$ cat config.mk
export PLATFORM = sky130hd
export DESIGN_NAME = instr_mem_sync_flat
export DESIGN_NICKNAME = d
export VERILOG_FILES = /design/src/rtl/instr_mem_sync_if.sv /design/src/rtl/instr_mem_sync.sv /design/src/flat_wrapper.sv
export SDC_FILE = /design/constraint.sdc
export NUM_CORES = 1
export LEC_CHECK = 0
export BUFFER_PORTS_ARGS = -buffer_cell sky130_fd_sc_hd__buf_2
export CAP_MARGIN = 5
export CORE_MARGIN = 5
export CORE_UTILIZATION = 40
export DETAILED_ROUTE_END_ITERATION = 10
export GPL_TIMING_DRIVEN = 0
export PLACE_DENSITY_LB_ADDON = 0.2
export SLEW_MARGIN = 20
export SYNTH_ARGS = -nofsm -noshare
export SYNTH_HDL_FRONTEND = slang
export SYNTH_SLANG_ARGS = --single-unit
$ cat constraint.sdc
create_clock -name clk -period 4.75 [get_ports clk]
set_input_delay 0 -clock clk [delete_from_list [all_inputs] [get_ports clk]]
set_output_delay 0 -clock clk [all_outputs]
set_load 0.01 [all_outputs]
$ cat src/rtl/instr_mem_sync_if.sv
// Fetch/program bus between the PC/fetch stage and the instruction memory.
// rsp_perr exists only when INSTR_MEM_PARITY_EN is defined.
interface instr_mem_sync_if #(
  parameter int unsigned DATA_W = 8,
  parameter int unsigned ADDR_W = 8
);
  logic              init_busy;
  logic              prog_we;
  logic [ADDR_W-1:0] prog_addr;
  logic [DATA_W-1:0] prog_data;
  logic              prog_err;
  logic              req_valid;
  logic [ADDR_W-1:0] req_addr;
  logic              req_ready;
  logic              rsp_valid;
  logic              rsp_ready;
  logic [DATA_W-1:0] rsp_instr;
  logic              rsp_err;
`ifdef INSTR_MEM_PARITY_EN
  logic              rsp_perr;

  modport master (
    input  init_busy, prog_err, req_ready, rsp_valid, rsp_instr, rsp_err, rsp_perr,
    output prog_we, prog_addr, prog_data, req_valid, req_addr, rsp_ready
  );
  modport slave (
    output init_busy, prog_err, req_ready, rsp_valid, rsp_instr, rsp_err, rsp_perr,
    input  prog_we, prog_addr, prog_data, req_valid, req_addr, rsp_ready
  );
`else
  modport master (
    input  init_busy, prog_err, req_ready, rsp_valid, rsp_instr, rsp_err,
    output prog_we, prog_addr, prog_data, req_valid, req_addr, rsp_ready
  );
  modport slave (
    output init_busy, prog_err, req_ready, rsp_valid, rsp_instr, rsp_err,
    input  prog_we, prog_addr, prog_data, req_valid, req_addr, rsp_ready
  );
`endif
endinterface

$ cat src/rtl/instr_mem_sync.sv
// Direct-indexed instruction memory with post-reset NOP sweep, program-load port
// and a 1-cycle valid/ready fetch path. Optional word parity: INSTR_MEM_PARITY_EN.
module instr_mem_sync #(
  parameter int unsigned       DATA_W    = 8,
  parameter int unsigned       ADDR_W    = 8,
  parameter int unsigned       DEPTH     = 32,
  parameter logic [DATA_W-1:0] NOP_VALUE = '0
) (
  input logic             clk,
  input logic             rst_n,
  instr_mem_sync_if.slave bus
);

  localparam int unsigned IDX_W = (DEPTH > 1) ? $clog2(DEPTH) : 1;
`ifdef INSTR_MEM_PARITY_EN
  localparam int unsigned WORD_W = DATA_W + 1;
`else
  localparam int unsigned WORD_W = DATA_W;
`endif
  // One extra bit so DEPTH == 2**ADDR_W is representable and every address is legal.
  localparam logic [ADDR_W:0] DEPTH_X = (ADDR_W+1)'(DEPTH);

  typedef enum logic {INIT, RUN} state_t;

  function automatic logic [WORD_W-1:0] encode(input logic [DATA_W-1:0] d);
`ifdef INSTR_MEM_PARITY_EN
    return {^d, d};
`else
    return d;
`endif
  endfunction

  logic [WORD_W-1:0] mem [DEPTH];

  state_t            state_q, state_d;
  logic [IDX_W-1:0]  cnt_q, cnt_d;
  logic              prog_err_q, prog_err_d;
  logic              rsp_valid_q, rsp_valid_d;
  logic [DATA_W-1:0] rsp_instr_q, rsp_instr_d;
  logic              rsp_err_q, rsp_err_d;
  logic              rsp_perr_q, rsp_perr_d;

  logic              req_ready_c;
  logic              mem_we_c;
  logic [IDX_W-1:0]  mem_idx_c;
  logic [WORD_W-1:0] mem_wdata_c;
  logic [WORD_W-1:0] rd_word_c;
  logic              req_in_range_c;
  logic              prog_in_range_c;

  assign req_in_range_c  = {1'b0, bus.req_addr}  < DEPTH_X;
  assign prog_in_range_c = {1'b0, bus.prog_addr} < DEPTH_X;
  assign rd_word_c       = mem[bus.req_addr[IDX_W-1:0]];

  // State, sweep counter and response registers.
  always_ff @(posedge clk or negedge rst_n) begin
    if (!rst_n) begin
      state_q     <= INIT;
      cnt_q       <= '0;
      prog_err_q  <= 1'b0;
      rsp_valid_q <= 1'b0;
      rsp_instr_q <= NOP_VALUE;
      rsp_err_q   <= 1'b0;
      rsp_perr_q  <= 1'b0;
    end else begin
      state_q     <= state_d;
      cnt_q       <= cnt_d;
      prog_err_q  <= prog_err_d;
      rsp_valid_q <= rsp_valid_d;
      rsp_instr_q <= rsp_instr_d;
      rsp_err_q   <= rsp_err_d;
      rsp_perr_q  <= rsp_perr_d;
    end
  end

  // Single write port shared by the init sweep and program load; reads see the old word.
  always_ff @(posedge clk) begin
    if (mem_we_c) mem[mem_idx_c] <= mem_wdata_c;
  end

  always_comb begin
    state_d     = state_q;
    cnt_d       = cnt_q;
    prog_err_d  = 1'b0;
    rsp_valid_d = rsp_valid_q;
    rsp_instr_d = rsp_instr_q;
    rsp_err_d   = rsp_err_q;
    rsp_perr_d  = rsp_perr_q;
    req_ready_c = 1'b0;
    mem_we_c    = 1'b0;
    mem_idx_c   = cnt_q;
    mem_wdata_c = encode(NOP_VALUE);
    unique case (state_q)
      INIT: begin
        mem_we_c   = 1'b1;
        prog_err_d = bus.prog_we;
        cnt_d      = cnt_q + IDX_W'(1);
        if (cnt_q == IDX_W'(DEPTH - 1)) begin
          state_d = RUN;
          cnt_d   = '0;
        end
      end
      RUN: begin
        req_ready_c = !rsp_valid_q || bus.rsp_ready;
        if (bus.prog_we) begin
          if (prog_in_range_c) begin
            mem_we_c    = 1'b1;
            mem_idx_c   = bus.prog_addr[IDX_W-1:0];
            mem_wdata_c = encode(bus.prog_data);
          end else begin
            prog_err_d = 1'b1;
          end
        end
        if (bus.req_valid && req_ready_c) begin
          rsp_valid_d = 1'b1;
          rsp_err_d   = !req_in_range_c;
          rsp_instr_d = req_in_range_c ? rd_word_c[DATA_W-1:0] : NOP_VALUE;
          rsp_perr_d  = req_in_range_c && (^rd_word_c);
        end else if (rsp_valid_q && bus.rsp_ready) begin
          rsp_valid_d = 1'b0;
        end
      end
      default: state_d = INIT;
    endcase
  end

  assign bus.init_busy = (state_q == INIT);
  assign bus.prog_err  = prog_err_q;
  assign bus.req_ready = req_ready_c;
  assign bus.rsp_valid = rsp_valid_q;
  assign bus.rsp_instr = rsp_instr_q;
  assign bus.rsp_err   = rsp_err_q;
`ifdef INSTR_MEM_PARITY_EN
  assign bus.rsp_perr  = rsp_perr_q;
`else
  logic unused_perr;
  assign unused_perr = rsp_perr_q;
`endif

endmodule
$ cat src/flat_wrapper.sv
// flat-port wrapper written by rule: the top's interface ports become plain ports
module instr_mem_sync_flat 
#(
  parameter int unsigned       DATA_W    = 8,
  parameter int unsigned       ADDR_W    = 8,
  parameter int unsigned       DEPTH     = 32,
  parameter logic [DATA_W-1:0] NOP_VALUE = '0
)
  (clk, rst_n, bus_init_busy, bus_prog_err, bus_req_ready, bus_rsp_valid, bus_rsp_instr, bus_rsp_err, bus_prog_we, bus_prog_addr, bus_prog_data, bus_req_valid, bus_req_addr, bus_rsp_ready);
  instr_mem_sync_if #(.DATA_W(DATA_W), .ADDR_W(ADDR_W)) bus_i ();
  input logic clk;
  input logic rst_n;
  output wire logic [$bits(bus_i.init_busy)-1:0] bus_init_busy;
  output wire logic [$bits(bus_i.prog_err)-1:0] bus_prog_err;
  output wire logic [$bits(bus_i.req_ready)-1:0] bus_req_ready;
  output wire logic [$bits(bus_i.rsp_valid)-1:0] bus_rsp_valid;
  output wire logic [$bits(bus_i.rsp_instr)-1:0] bus_rsp_instr;
  output wire logic [$bits(bus_i.rsp_err)-1:0] bus_rsp_err;
  input wire logic [$bits(bus_i.prog_we)-1:0] bus_prog_we;
  input wire logic [$bits(bus_i.prog_addr)-1:0] bus_prog_addr;
  input wire logic [$bits(bus_i.prog_data)-1:0] bus_prog_data;
  input wire logic [$bits(bus_i.req_valid)-1:0] bus_req_valid;
  input wire logic [$bits(bus_i.req_addr)-1:0] bus_req_addr;
  input wire logic [$bits(bus_i.rsp_ready)-1:0] bus_rsp_ready;
  assign bus_init_busy = bus_i.init_busy;
  assign bus_prog_err = bus_i.prog_err;
  assign bus_req_ready = bus_i.req_ready;
  assign bus_rsp_valid = bus_i.rsp_valid;
  assign bus_rsp_instr = bus_i.rsp_instr;
  assign bus_rsp_err = bus_i.rsp_err;
  assign bus_i.prog_we = bus_prog_we;
  assign bus_i.prog_addr = bus_prog_addr;
  assign bus_i.prog_data = bus_prog_data;
  assign bus_i.req_valid = bus_req_valid;
  assign bus_i.req_addr = bus_req_addr;
  assign bus_i.rsp_ready = bus_rsp_ready;
  instr_mem_sync #(.DATA_W(DATA_W), .ADDR_W(ADDR_W), .DEPTH(DEPTH), .NOP_VALUE(NOP_VALUE)) u_core (.clk(clk), .rst_n(rst_n), .bus(bus_i));
endmodule
==> results.cfg, run 1 <==
[status]
status = finished, final reports clean

[finish]
diodes = 0
syn_to_final_growth_pct = 15.26
drive_gt1_share_pct = 21.04
fill_cells = 2290
fin_area_um2 = 12750
layout.nets = 700
seqCellArea_um2 = 8113
multi_input_area_um2 = 2719

[power_and_ir_drop]
switching_share_pct = 19.56
seq_power_share_pct = 52.4
power_frac_comb_pct = 3.8
switchingPower_mw = 0.9739
clkPwrFrac_pct = 43.8
powerDensity_nw_per_um2 = 390.4
vdd.ir_drop.worst_mv = 0.2596
p_leak_nw = 4.906
intPower_mw = 4.005

[sta]
setup_slack_ns = 1.227
skew_ns = 0.01018
layout_min_cycle_time_ns = 3.523
relSlewSlack_pct = 27.11
rsz0062_at_grt = false
tightest_slew_ns = 1.093
timing.fmax_mhz = 283.8
fin_crit_sh_pct = 74.18
setup_viol = 0
final_hold_viol_count = 0
final.setup.tns_ns = 0
drv_slew = 0

[critical_path]
crit_family = simple AND/OR/NAND/NOR gates
slowest_delay_ns = 0.78
path_max_fanout = 10
crit_chain = nor4b_1 -> dlygate4sd3_1 -> clkbuf_1 -> nand2_1 -> clkbuf_1 -> nor4_1 -> a21oi_1 -> nor2_1
arrival_ns = 3.67
cp.required_ns = 4.90
cpMostUsedCell = clkbuf_1
path_depth = 8
cp_slowest_cell = nor2_1
reg2reg_depth = 8
critPathLaunchType = flop
crit_path_end_kind = flop
path_buf_inv = 3
worstSetupPathType = flop to flop

[floorplan]
num_io_pins = 42
die_area_um2 = 31090
fp-row-count = 60
die_h_um = 176.3
die_w_um = 176.3
coreArea_um2 = 27100
initial_core_util_pct = 40.83

[yosys]
synth.largest_area_cell = edfxtp_1
synthArstFlopShare_pct = 6.227
yosysSeqAreaShare_pct = 73.32
syn_avg_cell_area_um2 = 18.69
yosysTopAreaCellShare_pct = 69.47
synth_edf_count = 256
ys_warn_count = 0
synthCells = 592
synthesis.nets = 623
yosys_register_bits = 273
synth_area_um2 = 11070
ys.flop_type = edfxtp_1
ys_top_cells_by_area = edfxtp_1, mux4_2, mux4_1
synthDistinctLibCells = 42

[clock_tree]
htreeDepth = 1
cts_tree = built
cts_sinks = 273
cts_resized = 0
numCtsBuffers = 28
clockBufferDepth = 3
cts_root_buf = clkbuf_16
postCtsSetupRepairBufs = 0
hold_buffers = 10
clkTransAtPathRegs_ns = 0.06
clk_latency_ns = 0.53

[route]
drt_iter0_drc = 544
wire_per_inst_um = 23.88
firstDrtPassIters = 5
drc = 0
num_vias = 5883
via_per_inst = 5.545
wl_um = 25330
ant_nets = 0

[global_routing]
grt_pass1_wl_um = 38210
antenna_found_initial = 0
grt.overflow.total = 0
first_global_vias = 5985
grt_start_max_net_pins = 33
grtUsageTotal_pct = 16.38

[placed_design]
place_congestion = 0.9117
port_buffers = 36
dp_slack_ns = 1.861
placed_cell_area_um2 = 11730
hpwlAfterDp_um = 16760

[worst_hold_path]
hold_class = input port to flop
hold_depth = 4

[flow_run]
drv_cap = 0
[final timing paths]
check	startpoint	to	slack, ns
setup / recovery	u_core.state_q	u_core.mem[2][1]	1.23
hold / removal	bus_req_addr[5]	u_core.bus.rsp_err	0.05
setup reg to reg	u_core.state_q	u_core.mem[2][1]	1.23
hold reg to reg	u_core.bus.rsp_err	u_core.bus.rsp_err	0.50
max in group asynchronous	rst_n	u_core.cnt_q[3]	3.44
min in group asynchronous	rst_n	u_core.bus.prog_err	0.70
[state kept, by name, indices dropped and copies added, names as in the netlist]
| register | count |
|---|---|
| u_core.bus.prog_err | 1 |
| u_core.bus.rsp_err | 1 |
| u_core.bus.rsp_instr | 8 |
| u_core.bus.rsp_valid | 1 |
| u_core.cnt_q | 5 |
| u_core.mem | 256 |
| u_core.state_q | 1 |
[layout by cell type, fill, tap and decap left out, types with 14 or more instances in the layout]
master     instances
mux4_2            26
mux2_2            20
o21ai_0           14
mux4_1            21
mux2i_1           23
clkbuf_1          21
buf_2             44
clkbuf_16         29
edfxtp_1         256
nor2_1            56
dfrtp_1           17
[cell type report]
cell class,instances,share of cell area (%)
Timing Repair Buffer,47,2.315
Clock inverter,15,1.344
Buffer,34,1.668
Tap cell,372,3.649
Inverter,8,0.2354
Multi-Input combinational cell,277,21.32
Clock buffer,35,5.866
Sequential cell,273,63.61
[Yosys cell counts, types with 8 or more instances]
master    instances
mux4_1           21
a22oi_1           8
mux4_2           26
a211oi_1         10
clkbuf_1         15
inv_1             8
o22ai_1          10
buf_2             8
mux2i_1          23
mux2_2           20
and3_1            9
nor2b_1           9
edfxtp_1        256
dfrtp_1          17
nor2_1           56
o21ai_0          14
[stage by stage]
step / util [%] / cells / hold WS, ns / total power [mW]
finish: 47.06 / 1061 / 0.05241 / 4.979
CTS: 47.05 / 1061 / 0.03137 / 5.021
global route: 47.06 / 1061 / 0.05300 / 5.135
floorplan: - / 592 / -0.2956 / 2.770
global placement: 43.21 / 1000 / -0.03274 / 2.841
detailed placement: 43.29 / 1001 / -0.01592 / 2.844
[cells by family (layout without fill, tap and decap cells)]
| group | after synthesis | after routing | share of synthesized area [%] |
|---|---|---|---|
| compound gates | 81 | 81 | 5.224 |
| fa+ha+maj | 2 | 2 | 0.2261 |
| buf+inv | 42 | 139 | 2.194 |
| flops | 273 | 273 | 73.32 |
| mux | 90 | 90 | 14.39 |
| simple gates | 104 | 104 | 4.647 |
[metal layers]
layer	global-route usage [%]	vias to the layer above	wire, um
li1	-	2598	-
met1	22.64	3061	10730
met2	27.99	194	12710
met3	2.141	30	1456
met4	3.704	0	443
met5	0	-	0
[power by group through the flow]
stage          combinational, mW  sequential, mW  clock [mW]
5_1_grt                    0.203            2.61        2.32
6_report                   0.189            2.61        2.18
2_1_floorplan              0.109            2.66           0
4_1_cts                    0.190            2.61        2.22
3_5_place_dp               0.183            2.66           0
3_3_place_gp               0.180            2.66           0
[worst reg2reg max path: cells and delay by family, from the launching register on]
kind,cells,cell delay [ns]
and+or+nand+nor,4,1.49
buffers and inverters,3,1.11
DFF,1,0.37
AOI/OAI and AO/OA,1,0.18
Note: power is estimated with default switching activity, not from simulation.
==> run 2, diff against run 1 <==
--- a/config.mk
+++ b/config.mk
@@ -5,6 +5,7 @@
 export SDC_FILE = /design/constraint.sdc
 export NUM_CORES = 1
 export LEC_CHECK = 0
+export ABC_AREA = 1
 export BUFFER_PORTS_ARGS = -buffer_cell sky130_fd_sc_hd__buf_2
 export CAP_MARGIN = 5
 export CORE_MARGIN = 5
==> constraint.sdc (replaced) <==
create_clock -name clk -period 2.9 [get_ports clk]
set_input_delay 0 -clock clk [delete_from_list [all_inputs] [get_ports clk]]
set_output_delay 0 -clock clk [all_outputs]
set_load 0.01 [all_outputs]
==> results.cfg, run 2 <==
[finish]
regMostFlops = u_core.mem
syn_to_final_growth_pct = 17.22
fill_cells = 2638
fin_util_pct = 47.81
largest_reg_flops = 256
drive_gt1_share_pct = 11.99
final_common_cell = nand2_1
diodes = 0
layout.nets = 1259
mostFrequentLayoutCells = nand2_1, edfxtp_1, nand3_1
multi_input_area_um2 = 3052
seqCellArea_um2 = 8113
finalNonFillerCells = 1635

[floorplan]
die_w_um = 181.5
initial_core_util_pct = 40.79
fp-row-count = 62
die_h_um = 181.5
coreArea_um2 = 28860
num_io_pins = 42
die_area_um2 = 32960

[yosys]
synthArstFlopShare_pct = 6.227
ys.flop_type = edfxtp_1
yosysTopAreaCellShare_pct = 65.31
yosysMostFrequentCell = nand2_1
synthCells = 1135
ys_top_cells_by_area = edfxtp_1, nand2_1, nand3_1
syn_avg_cell_area_um2 = 10.37
synth_top_cells_by_count = nand2_1, edfxtp_1, nand3_1, inv_1, nor2_1
ys_warn_count = 0
synth_edf_count = 256
yosysSeqAreaShare_pct = 68.93
synthDistinctLibCells = 26
synth.largest_area_cell = edfxtp_1
synthesis.nets = 1166
yosys_register_bits = 273
synth_area_um2 = 11770

[critical_path]
r2r-start = u_core.state_q
critical_path.startpoint = u_core.state_q
reg2reg_depth = 4
critPathCapture = u_core.mem[16][1]
cp.required_ns = 3.08
worstSetupPathType = flop to flop
arrival_ns = 2.64
regToRegSetupSlack_ns = 0.44
critPathLaunchType = flop
r2r_end = u_core.mem[16][1]
path_max_fanout = 10
crit_path_end_kind = flop

[global_routing]
grt_pass1_wl_um = 48400
grtUsageTotal_pct = 19.48
grt.overflow.total = 0
grt_start_max_net_pins = 23
first_global_vias = 7991
antenna_found_initial = 0

[sta]
skew_ns = 0.02062
hold_slack_ns = 0.1037
rsz0062_at_grt = false
timing.fmax_mhz = 406.7
layout_min_cycle_time_ns = 2.459
tightest_slew_ns = 1.006
drv_slew = 0
setup_viol = 0
final_hold_viol_count = 0
relSlewSlack_pct = 32.72
fin_crit_sh_pct = 84.78
final.setup.tns_ns = 0

[clock_tree]
clockBufferDepth = 3
cts_sinks = 273
cts_root_buf = clkbuf_16
clk_latency_ns = 0.55
clkTransAtPathRegs_ns = 0.06
numCtsBuffers = 29
cts_tree = built
htreeDepth = 1
cts_resized = 0
postCtsSetupRepairBufs = 0

[placed_design]
port_buffers = 38
place_inst = 1565
place_congestion = 0.9243
hpwlAfterDp_um = 22880

[route]
via_per_inst = 5.051
wire_per_inst_um = 19.85
drt_iter0_drc = 688
wl_um = 32450
firstDrtPassIters = 5
num_vias = 8258
ant_nets = 0
drc = 0

[power_and_ir_drop]
powerDensity_nw_per_um2 = 599.8
p_leak_nw = 5.831
power_mw = 8.275
vdd.ir_drop.worst_mv = 0.4483

[flow_run]
drv_cap = 0

[status]
status = finished, final reports clean

[worst_hold_path]
hold_class = input port to flop
run 2: cell count changes after synthesis, sizes merged, moves of 8 or more:
cell,previous run,this run
a22oi,8,0
and3,9,0
mux2,20,0
nand3,1,164
mux4,47,0
inv,8,112
nor2b,9,0
buf,19,40
a211oi,10,1
nor2,56,67
nand2,6,435
o22ai,10,1
mux2i,23,0
run 2: timing repair:
| action | 4_1_cts | 5_1_grt |
|---|---|---|
| endpoints found under the setup margin | 0 | 0 |
| hold endpoints to repair | 133 | 0 |
| hold buffers | 16 | 0 |
run 2: power by group:
group	total (mW)	internal [mW]	switching (mW)
registers	4.28	4.27	0.00389
logic	0.452	0.134	0.318
clock network	3.55	2.09	1.46
run 2: metrics by stage:
step	worst slack (ns)	cell area, um2
2_1_floorplan	1.012	11770
3_3_place_gp	-0.6717	12440
3_5_place_dp	0.3965	12720
4_1_cts	0.3939	13800
5_1_grt	0.2529	13800
6_report	0.4413	13800
run 2: per-layer routing:
layer  GRT usage [%]  vias to the layer above  part of all wire (%)
met5               0                        -                     0
met4           5.644                        0                   3.1
met3           4.002                       67                   7.6
met2           30.06                      341                    44
met1           28.11                     3921                    45
li1                -                     3929                     -
run 2: worst min path at each step:
stage | cells after the start | endpoint | start
after floorplan | 0 | u_core.bus.prog_err | rst_n
after global placement | 1 | u_core.bus.rsp_instr[4] | rst_n
after detailed placement | 1 | u_core.bus.rsp_instr[6] | rst_n
after CTS | 5 | u_core.bus.rsp_instr[5] | bus_req_valid
after global routing | 5 | u_core.bus.rsp_instr[0] | bus_req_valid
final | 5 | u_core.bus.rsp_instr[2] | bus_req_valid
run 2: kinds of logic after synthesis:
| kind of cell | Yosys count | synth area share, % |
|---|---|---|
| buf+inv | 166 | 5.655 |
| fa+ha+maj | 2 | 0.2126 |
| simple gates | 670 | 24.02 |
| flops | 273 | 68.93 |
| compound gates | 24 | 1.180 |
run 2: cell type report:
class / instances / area share, %
Sequential cell: 273 / 58.80
Multi-Input combinational cell: 696 / 22.12
Tap cell: 384 / 3.482
Clock inverter: 9 / 0.4988
Clock buffer: 45 / 6.139
Buffer: 54 / 1.777
Timing Repair Buffer: 62 / 4.135
Inverter: 112 / 3.047
run 2: critical path, stage by stage, from the launching register on:
cell,delay [ns]
dfrtp_1,0.48
nand3_4,0.18
o21ai_1,0.31
nand3_2,0.38
nor2_1,0.75
==> run 3, diff against run 2 <==
==> constraint.sdc (replaced) <==
create_clock -name clk -period 2.5 [get_ports clk]
set_input_delay 0 -clock clk [delete_from_list [all_inputs] [get_ports clk]]
set_output_delay 0 -clock clk [all_outputs]
set_load 0.01 [all_outputs]
==> results.cfg, run 3 (synthesis results as in run 2) <==
[status]
status = finished, final reports clean

[floorplan]
initial_core_util_pct = 40.79
die_area_um2 = 32960
die_h_um = 181.5
num_io_pins = 42
fp-row-count = 62
die_w_um = 181.5
coreArea_um2 = 28860

[global_routing]
grt.overflow.total = 0
grt_start_max_net_pins = 23
grt_pass1_wl_um = 48400
first_global_vias = 7991
antenna_found_initial = 0
grtUsageTotal_pct = 19.48

[placed_design]
port_buffers = 38
place_inst = 1565
hpwlAfterDp_um = 22880
place_congestion = 0.9243

[clock_tree]
htreeDepth = 1
cts_root_buf = clkbuf_16
cts_sinks = 273
clkTransAtPathRegs_ns = 0.06
cts_tree = built
clockBufferDepth = 3
numCtsBuffers = 29
postCtsSetupRepairBufs = 0
clk_latency_ns = 0.55

[sta]
final_hold_viol_count = 0
rsz0062_at_grt = true
timing.fmax_mhz = 402.8
relSlewSlack_pct = 33.50
drv_slew = 0
skew_ns = 0.01882
final.setup.tns_ns = 0
setup_viol = 0
fin_crit_sh_pct = 99.30
tightest_slew_ns = 0.9942
layout_min_cycle_time_ns = 2.483

[critical_path]
critPathLaunchType = flop
cp.required_ns = 2.68
worstSetupPathType = flop to flop
path_max_fanout = 10
regToRegSetupSlack_ns = 0.02
reg2reg_depth = 4
r2r-start = u_core.state_q
r2r_end = u_core.mem[16][1]
crit_path_end_kind = flop
arrival_ns = 2.66

[finish]
final_common_cell = nand2_1
syn_to_final_growth_pct = 17.35
regMostFlops = u_core.mem
layout.nets = 1259
finalNonFillerCells = 1635
largest_reg_flops = 256
diodes = 0
drive_gt1_share_pct = 12.47
fin_util_pct = 47.86
mostFrequentLayoutCells = nand2_1, edfxtp_1, nand3_1

[route]
drc = 0
via_per_inst = 5.061
drt_iter0_drc = 714
ant_nets = 0
wire_per_inst_um = 19.81
firstDrtPassIters = 5
wl_um = 32390
num_vias = 8274

[worst_hold_path]
hold_class = input port to flop
hold_depth = 5
hp-start = bus_req_valid
hold_end = u_core.bus.rsp_instr[2]

[flow_run]
drv_cap = 0

[power_and_ir_drop]
powerDensity_nw_per_um2 = 694.5
vdd.ir_drop.worst_mv = 0.5199
p_leak_nw = 5.831
## run 3: changes by cell type in the layout (fill, tap and decap cells not counted)
cell / previous run / this run
nor2_1: 51 / 45
nor2_2: 3 / 9
## run 3: report_power, final
| group | internal (mW) | total [mW] | switching, mW |
|---|---|---|---|
| sequential | 4.96 | 4.96 | 0.00454 |
| clock | 2.42 | 4.11 | 1.69 |
| combinational | 0.156 | 0.525 | 0.369 |
| total | 7.53 | 9.59 | 2.06 |
## run 3: area by class of cell
| type | count | area (um2) |
|---|---|---|
| clock inverters | 9 | 68.82 |
| repair buffers | 62 | 570.5 |
| well taps | 384 | 480.5 |
| multi-input cells | 696 | 3067 |
| clock buffers | 45 | 847.1 |
| flip-flops and latches | 273 | 8113 |
| fillers | 2636 | 15050 |
| inverters | 112 | 420.4 |
| plain buffers | 54 | 245.2 |
## run 3: critical path, cell delays in order, from the launching register on
cell,delay [ns]
dfrtp_1,0.48
nand3_4,0.18
o21ai_1,0.31
nand3_2,0.40
nor2_1,0.75
## run 3: routing by layer
| layer | routed length [um] | track usage, % |
|---|---|---|
| met5 | 0 | 0 |
| met4 | 1001 | 5.644 |
| met3 | 2725 | 4.002 |
| met2 | 14330 | 30.06 |
| met1 | 14340 | 28.11 |
## run 3: stage by stage
stage	power [mW]	cell area [um2]	hold WS, ns	setup WS [ns]
finish	9.592	13810	0.1048	0.01743
global route	9.892	13810	0.1679	-0.1099
CTS	9.651	13800	0.1097	0.02174
detailed placement	5.557	12720	-0.006629	-0.003523
global placement	5.534	12440	-0.009074	-1.072
floorplan	5.335	11770	-0.2956	0.6124
## run 3: how the worst max path moves through the flow
stage / startpoint / endpoint / slack, ns
finish: u_core.state_q / u_core.mem[16][1] / 0.02
global route: u_core.state_q / u_core.mem[22][7] / -0.11
CTS: u_core.state_q / u_core.mem[12][4] / 0.02
detailed placement: u_core.state_q / u_core.mem[18][3] / -0.004
global placement: u_core.state_q / u_core.mem[21][3] / -1.07
floorplan: u_core.state_q / u_core.mem[0][0] / 0.61
## run 3: repair_timing
item                                    CTS  global route
resized for setup                         1             5
endpoints found under the setup margin    8           130
hold endpoints to repair                133             0
hold buffers                             16             0
